<file path="config.mk">
export PLATFORM = sky130hd
export DESIGN_NAME = lane_hit_judge_flat
export DESIGN_NICKNAME = d
export VERILOG_FILES = /design/src/rtl/bnw_game_pkg.sv /design/src/rtl/lane_hit_judge_if.sv /design/src/rtl/key_rise_detect.sv /design/src/rtl/lane_hit_judge.sv /design/src/flat_wrapper.sv
export SDC_FILE = /design/constraint.sdc
export NUM_CORES = 1
export LEC_CHECK = 0
export ABC_CLOCK_PERIOD_IN_PS = 7800
export BUFFER_PORTS_ARGS = -buffer_cell sky130_fd_sc_hd__buf_2
export CAP_MARGIN = 20
export CORE_ASPECT_RATIO = 0.7
export CORE_MARGIN = 1.5
export CORE_UTILIZATION = 60
export CTS_CLUSTER_SIZE = 30
export DETAILED_ROUTE_END_ITERATION = 7
export PLACE_DENSITY = 0.83
export SYNTH_ARGS = -nofsm -noshare
export SYNTH_HDL_FRONTEND = slang
export SYNTH_HIERARCHICAL = 1
export SYNTH_SLANG_ARGS = --single-unit
</file>
<file path="constraint.sdc">
create_clock -name clk -period 7.8 [get_ports clk]
set_clock_uncertainty 0.05 [all_clocks]
set_input_delay 0.39 -clock clk [delete_from_list [all_inputs] [get_ports clk]]
set_output_delay 0.39 -clock clk [all_outputs]
set_load 0.01 [all_outputs]
</file>
<file path="src/rtl/bnw_game_pkg.sv">
// rtl/bnw_game_pkg.sv - shared game constants, judge state/grade encodings and saturating helper
package bnw_game_pkg;

    localparam logic [9:0]  H_SPAWN       = 10'd120;
    localparam logic [9:0]  H_BOTTOM      = 10'd720;
    localparam logic [15:0] SCORE_PERFECT = 16'd3;
    localparam logic [15:0] SCORE_GOOD    = 16'd1;

    localparam logic [1:0] ST_IDLE = 2'd0;
    localparam logic [1:0] ST_LIVE = 2'd1;
    localparam logic [1:0] ST_DONE = 2'd2;

    typedef enum logic [1:0] {
        JUDGE_NONE,
        JUDGE_PERFECT,
        JUDGE_GOOD,
        JUDGE_MISS
    } judge_t;

    function automatic logic [15:0] sat_add16(input logic [15:0] a, input logic [15:0] b);
        logic [16:0] sum;
        sum = {1'b0, a} + {1'b0, b};
        return sum[16] ? 16'hFFFF : sum[15:0];
    endfunction

endpackage

</file>
<file path="src/rtl/lane_hit_judge_if.sv">
// rtl/lane_hit_judge_if.sv - lane judge bundle: spawner/key inputs and grading outputs
interface lane_hit_judge_if;
    logic        restart;
    logic        stop_or_endgame;
    logic [9:0]  block_h;
    logic        key;
    logic        hit_perfect;
    logic        hit_good;
    logic        miss;
    logic        block_hide;
    logic [7:0]  combo;
    logic [15:0] score;

    modport master (
        output restart, stop_or_endgame, block_h, key,
        input  hit_perfect, hit_good, miss, block_hide, combo, score
    );

    modport slave (
        input  restart, stop_or_endgame, block_h, key,
        output hit_perfect, hit_good, miss, block_hide, combo, score
    );
endinterface

</file>
<file path="src/rtl/key_rise_detect.sv">
// rtl/key_rise_detect.sv - 2-flop key synchroniser plus rising-edge pulse, shared by all lanes
module key_rise_detect (
    input  logic clk,
    input  logic rst_n,
    input  logic clr,
    input  logic key,
    output logic key_rise
);
    logic sync1, sync2, sync3;

    always_ff @(posedge clk or negedge rst_n) begin
        if (!rst_n) begin
            sync1 <= 1'b0;
            sync2 <= 1'b0;
            sync3 <= 1'b0;
        end else if (clr) begin
            sync1 <= 1'b0;
            sync2 <= 1'b0;
            sync3 <= 1'b0;
        end else begin
            sync1 <= key;
            sync2 <= sync1;
            sync3 <= sync2;
        end
    end

    assign key_rise = sync2 & ~sync3;
endmodule

</file>
<file path="src/rtl/lane_hit_judge.sv">
// rtl/lane_hit_judge.sv - grades each falling lane block once as PERFECT, GOOD or MISS
module lane_hit_judge #(
    parameter int HIT_LINE    = 600,
    parameter int PERFECT_WIN = 8,
    parameter int GOOD_WIN    = 24,
    parameter int H_BOTTOM    = 720,
    parameter bit PEN_STRAY   = 1'b1
) (
    input  logic              clk,
    input  logic              rst_n,
    lane_hit_judge_if.slave   bus
);
    import bnw_game_pkg::*;

    localparam logic signed [10:0] HIT_S  = 11'(HIT_LINE);
    localparam logic signed [10:0] PERF_S = 11'(PERFECT_WIN);
    localparam logic signed [10:0] GOOD_S = 11'(GOOD_WIN);
    localparam logic signed [10:0] NEG_GOOD_S = -GOOD_S;
    localparam logic [9:0]         H_B    = 10'(H_BOTTOM);

    logic        key_rise;
    logic [1:0]  state, state_nxt;
    logic [9:0]  prev_h;
    logic        hit_perfect_q, hit_good_q, miss_q;
    logic [7:0]  combo_q;
    logic [15:0] score_q;
    judge_t      jud;

    logic signed [10:0] d, abs_d;
    logic spawn, window, past, perfect, stray, at_bottom;

    // Keeps running while frozen so a key held across a pause cannot fire on resume.
    key_rise_detect u_key (
        .clk      (clk),
        .rst_n    (rst_n),
        .clr      (bus.restart),
        .key      (bus.key),
        .key_rise (key_rise)
    );

    assign d         = $signed({1'b0, bus.block_h}) - HIT_S;
    assign abs_d     = d[10] ? -d : d;
    assign at_bottom = (bus.block_h == H_B);
    assign spawn     = (bus.block_h < prev_h);
    assign perfect   = (abs_d <= PERF_S);
    assign window    = (abs_d <= GOOD_S);
    assign past      = (d > GOOD_S) || at_bottom;
    assign stray     = key_rise && (d < NEG_GOOD_S) && PEN_STRAY;

    always_comb begin
        state_nxt = state;
        jud       = JUDGE_NONE;
        case (state)
            ST_IDLE: begin
                if (spawn) state_nxt = ST_LIVE;
            end
            ST_LIVE: begin
                // A respawn means the old block left unjudged; the new one starts fresh.
                if (spawn) begin
                    jud = JUDGE_MISS;
                end else if (key_rise && perfect) begin
                    jud       = JUDGE_PERFECT;
                    state_nxt = ST_DONE;
                end else if (key_rise && window) begin
                    jud       = JUDGE_GOOD;
                    state_nxt = ST_DONE;
                end else if (past || stray) begin
                    jud       = JUDGE_MISS;
                    state_nxt = ST_DONE;
                end
            end
            ST_DONE: begin
                if (spawn)          state_nxt = ST_LIVE;
                else if (at_bottom) state_nxt = ST_IDLE;
            end
            default: state_nxt = ST_IDLE;
        endcase
    end

    always_ff @(posedge clk or negedge rst_n) begin
        if (!rst_n) begin
            state         <= ST_IDLE;
            prev_h        <= H_B;
            hit_perfect_q <= 1'b0;
            hit_good_q    <= 1'b0;
            miss_q        <= 1'b0;
            combo_q       <= 8'd0;
            score_q       <= 16'd0;
        end else if (bus.restart) begin
            state         <= ST_IDLE;
            prev_h        <= H_B;
            hit_perfect_q <= 1'b0;
            hit_good_q    <= 1'b0;
            miss_q        <= 1'b0;
            combo_q       <= 8'd0;
            score_q       <= 16'd0;
        end else if (bus.stop_or_endgame) begin
            hit_perfect_q <= 1'b0;
            hit_good_q    <= 1'b0;
            miss_q        <= 1'b0;
        end else begin
            state         <= state_nxt;
            prev_h        <= bus.block_h;
            hit_perfect_q <= (jud == JUDGE_PERFECT);
            hit_good_q    <= (jud == JUDGE_GOOD);
            miss_q        <= (jud == JUDGE_MISS);
            case (jud)
                JUDGE_PERFECT: begin
                    combo_q <= (combo_q == 8'hFF) ? combo_q : combo_q + 8'd1;
                    score_q <= sat_add16(score_q, SCORE_PERFECT);
                end
                JUDGE_GOOD: begin
                    combo_q <= (combo_q == 8'hFF) ? combo_q : combo_q + 8'd1;
                    score_q <= sat_add16(score_q, SCORE_GOOD);
                end
                JUDGE_MISS: combo_q <= 8'd0;
                default: ;
            endcase
        end
    end

    assign bus.hit_perfect = hit_perfect_q;
    assign bus.hit_good    = hit_good_q;
    assign bus.miss        = miss_q;
    assign bus.block_hide  = (state == ST_DONE);
    assign bus.combo       = combo_q;
    assign bus.score       = score_q;
endmodule

</file>
<file path="src/flat_wrapper.sv">
// flat-port wrapper written by rule: the top's interface ports become plain ports
module lane_hit_judge_flat import bnw_game_pkg::*;
#(
    parameter int HIT_LINE    = 600,
    parameter int PERFECT_WIN = 8,
    parameter int GOOD_WIN    = 24,
    parameter int H_BOTTOM    = 720,
    parameter bit PEN_STRAY   = 1'b1
)
  (clk, rst_n, bus_restart, bus_stop_or_endgame, bus_block_h, bus_key, bus_hit_perfect, bus_hit_good, bus_miss, bus_block_hide, bus_combo, bus_score);
  lane_hit_judge_if bus_i ();
  input  logic clk;
  input  logic rst_n;
  input wire logic [$bits(bus_i.restart)-1:0] bus_restart;
  input wire logic [$bits(bus_i.stop_or_endgame)-1:0] bus_stop_or_endgame;
  input wire logic [$bits(bus_i.block_h)-1:0] bus_block_h;
  input wire logic [$bits(bus_i.key)-1:0] bus_key;
  output wire logic [$bits(bus_i.hit_perfect)-1:0] bus_hit_perfect;
  output wire logic [$bits(bus_i.hit_good)-1:0] bus_hit_good;
  output wire logic [$bits(bus_i.miss)-1:0] bus_miss;
  output wire logic [$bits(bus_i.block_hide)-1:0] bus_block_hide;
  output wire logic [$bits(bus_i.combo)-1:0] bus_combo;
  output wire logic [$bits(bus_i.score)-1:0] bus_score;
  assign bus_i.restart = bus_restart;
  assign bus_i.stop_or_endgame = bus_stop_or_endgame;
  assign bus_i.block_h = bus_block_h;
  assign bus_i.key = bus_key;
  assign bus_hit_perfect = bus_i.hit_perfect;
  assign bus_hit_good = bus_i.hit_good;
  assign bus_miss = bus_i.miss;
  assign bus_block_hide = bus_i.block_hide;
  assign bus_combo = bus_i.combo;
  assign bus_score = bus_i.score;
  lane_hit_judge #(.HIT_LINE(HIT_LINE), .PERFECT_WIN(PERFECT_WIN), .GOOD_WIN(GOOD_WIN), .H_BOTTOM(H_BOTTOM), .PEN_STRAY(PEN_STRAY)) u_core (.clk(clk), .rst_n(rst_n), .bus(bus_i));
endmodule
</file>
==> summary.txt <==
Worst setup path
  • Worst Setup EP: u_core/bus.score[12]
  • Critical-path cell list: buf_2, ha_1, xor2_1, and3_1, a21oi_1, o311a_1, a2111oi_4, nand3_1, or4_1, a21oi_1
  • Slowest-stage cell, CP: a2111oi_4
  • Crit-path max FO: 17
  • Startpoint Class: input pin
  • CP Launch Point: bus_block_h[3]
  • Critical path arrival: 3.81 ns
  • Critical path endpoint category: flop
  • WP depth: 10
  • CP Class: input pin to flop
  • Crit path max-delay family: simple AND/OR/NAND/NOR gates
  • Critical Path Max Stage Delay: approximately 0.61 ns
  • Worst path bufs/invs: 1
  • R2R Path End: u_core/bus.score[15]
  • R2R cell count: 11
  • CP Data Required Time: between 7 and 8 ns
  • Most used cell, CP: a21oi_1
  • Worst r2r src: u_core/prev_h[4]
  • FF-to-FF setup slack: 4.44 ns

Logic synthesis
  • Syn Nets: 411
  • Cell Area, Synth: around 0.0032 mm²
  • Post-synth EDFFs: 0
  • Syn. warnings: 6
  • Register area share after synthesis: about a third
  • Flops & latches, synth: 42
  • Synth Area per Inst: 8.34 µm²
  • Top FF cell, synth: dfrtp_1
  • Post-synthesis async set-or-reset flop share: 100%
  • Gate count after technology mapping: ~380
  • Distinct cells, synth: 61

GRT
  • Largest net degree at the start of global routing: 43
  • Vias in the first global route: between 2000 and 3000
  • Gr ovfl total: 0
  • Initial antenna violation count: 0
  • GRT Total Usage: 29.9%
  • First-pass GRT wire length: ~14 mm

Floorplanning
  • Die H: approximately 64 µm
  • Die area: approximately 0.0057 mm²
  • Row cnt: 21
  • Core area: 0.00494 mm²
  • Initial Util: 64.3%
  • Chip Width: ~90 µm
  • Top-level I/O count: 43

Pwr
  • Sequential Power Share: 49.0%
  • Static Leak: 0.00163 µW
  • Clock power share: 32.0%
  • Worst VDD drop: 82.7 µV
  • Switching Fraction: 29.7%
  • P_sw: 137 µW
  • Internal power: 324 µW
  • Logic gate share of total power: 19.0%
  • Pwr Density: 132 mW/mm²

STA
  • Final Setup Violations: 0
  • Final min period: 3.64 ns
  • Final Cycle Share: a little under half
  • Final Max Tran Viols: 0
  • Post-route setup slack: 4.16 ns
  • Setup TNS: 0 ns
  • Final hold vios: 0
  • RSZ-0062 raised after global routing: no
  • Worst-margin pin slew: 0.951 ns
  • Max Freq: around 0.27 GHz
  • Slew HR: 36.6%

Route
  • First-pass DRT Iterations: 7
  • Vias per cell: 6.68
  • Drt drc: 0
  • Wire per inst: 17.4 µm
  • DRT Wirelength: 8.38 mm
  • Via Count: around 3200
  • Initial DRC count: 365
  • Post-route ant nets: 0

Outcome
  • Status: completed

Clock tree
  • Clk sinks: between 40 and 50
  • H-tree Lvls: 2
  • CTS root buf: clkbuf_8
  • Postcts setup bufs: 0
  • Worst skew pair latency: 0.30 ns
  • Total CTS buffers: 5
  • CTS tree: done
  • Clock buffer depth: 2
  • Reg clk slew, reported paths: 0.08 ns
  • Post-CTS resize count: 0
  • CTS Hold Bufs: 0

Cells and area
  • Layout cells sized above 1: 16.2%
  • Nets@finish: 442
  • Most common cell after layout, fill and taps aside: buf_2
  • Layout filler cell count: 431
  • Commonest non-fill, non-tap cells in the layout: buf_2, dfrtp_1, nand2_1
  • Area growth from synthesis to layout: 10.0%
  • ANT cells: 0

Place
  • Dpl ws: 3.95 ns
  • Hpwl dp: 5.94 mm
  • GP Congestion: 0.951
  • IO Port Bufs: 42

Worst hold path
  • HP Class: input pin to async pin

Run
  • Max Cap Violations: 0
[cell usage after synthesis (all sizes together), types with 3 or more instances]
master,count,area (µm²)
nor4,3,18.8
a31oi,11,75.1
and3,13,81.3
a211o,3,26.3
and2,3,18.8
nor2b,14,90.1
a311oi,3,26.3
clkbuf,11,41.3
a22oi,3,22.5
nand2,30,113
xor2,3,26.3
a21o,8,60.1
or4,4,30.0
o41ai,3,26.3
nand3,23,115
nor2,25,93.8
nand4,5,31.3
nand2b,7,43.8
ha,15,188
buf,7,32.5
dfstp,4,105
a21oi,26,134
o22ai,3,18.8
a211oi,5,37.5
o31ai,8,60.1
dfrtp,38,951
o21ai,19,95.1
a31o,3,26.3
or3,3,18.8
nor3,7,45.0
o21a,6,45.0
inv,22,82.6
mux2i,12,120
o211ai,3,22.5
[logic make-up (layout without fill, tap and decap cells)]
family	Yosys count	in the layout	synth area share [%]
compound gates	121	121	26.7
xor+xnor	5	5	1.38
fa+ha+maj	16	16	6.22
buf+inv	41	73	5.04
flops	42	42	33.2
mux	12	12	3.78
simple gates	144	144	23.7
[routing by layer]
metal	share of wire (%)	GRT usage, %	up-vias	wire length (µm)
li1	-	-	1479	-
met1	46	44.8	1532	3890
met2	42	44.6	197	3540
met3	10	6.31	14	869
met4	0.93	6.15	0	78
met5	0	0	-	0
[metrics by stage]
step                cell area (µm²)  utilization (%)  hold slack (ns)  total power (µW)  std cells
detailed placement             3400             68.8            0.426               315        474
floorplan                      3180                -           0.0444               290        381
global placement               3400             68.8            0.415               312        474
CTS                            3500             70.8            0.214               462        482
global route                   3500             70.8            0.278               483        482
finish                         3500             70.8            0.193               461        482
[final cells by class]
type	instances	area, µm²	area share [%]
sequential	42	1060	30.2
multi-input combinational	298	1960	56.1
inverter	23	86.3	2.47
clock inverter	2	12.5	0.358
tap	69	86.3	2.47
timing repair buffer	42	210	6.01
clock buffer	6	82.6	2.36
[power groups by stage]
stage	clock [µW]	sequential (µW)	combinational [µW]
after detailed placement	0	230	84.7
after global routing	160	226	97.0
final	147	226	87.6
after CTS	151	226	85.4
after global placement	0	230	82.5
after floorplan	0	229	60.2
[worst register-to-register path, stage by stage, from the launching register on]
cell	delay [ns]
dfstp_2	0.53
inv_1	0.04
ha_1	0.29
a21o_1	0.19
a2111oi_0	0.42
o21a_1	0.20
o21a_1	0.30
a2111oi_4	0.11
a21oi_1	0.50
a22oi_1	0.23
o31ai_1	0.29
o31ai_1	0.11
[flip-flops by register name (all words and copies together), names as in the netlist]
register	flops
u_core/bus.miss	1
u_core/u_key/sync1	1
u_core/state	2
u_core/bus.score	16
u_core/u_key/sync3	1
u_core/prev_h	10
u_core/bus.hit_good	1
u_core/bus.combo	8
u_core/bus.hit_perfect	1
u_core/u_key/sync2	1
[worst min path at each step]
stage / end
3_3_place_gp: u_core/u_key/sync2
3_5_place_dp: u_core/u_key/sync3
6_report: u_core/bus.combo[3]
4_1_cts: u_core/state[0]
2_1_floorplan: u_core/bus.combo[0]
5_1_grt: u_core/bus.combo[3]
Power figures use the tool's default switching activity.
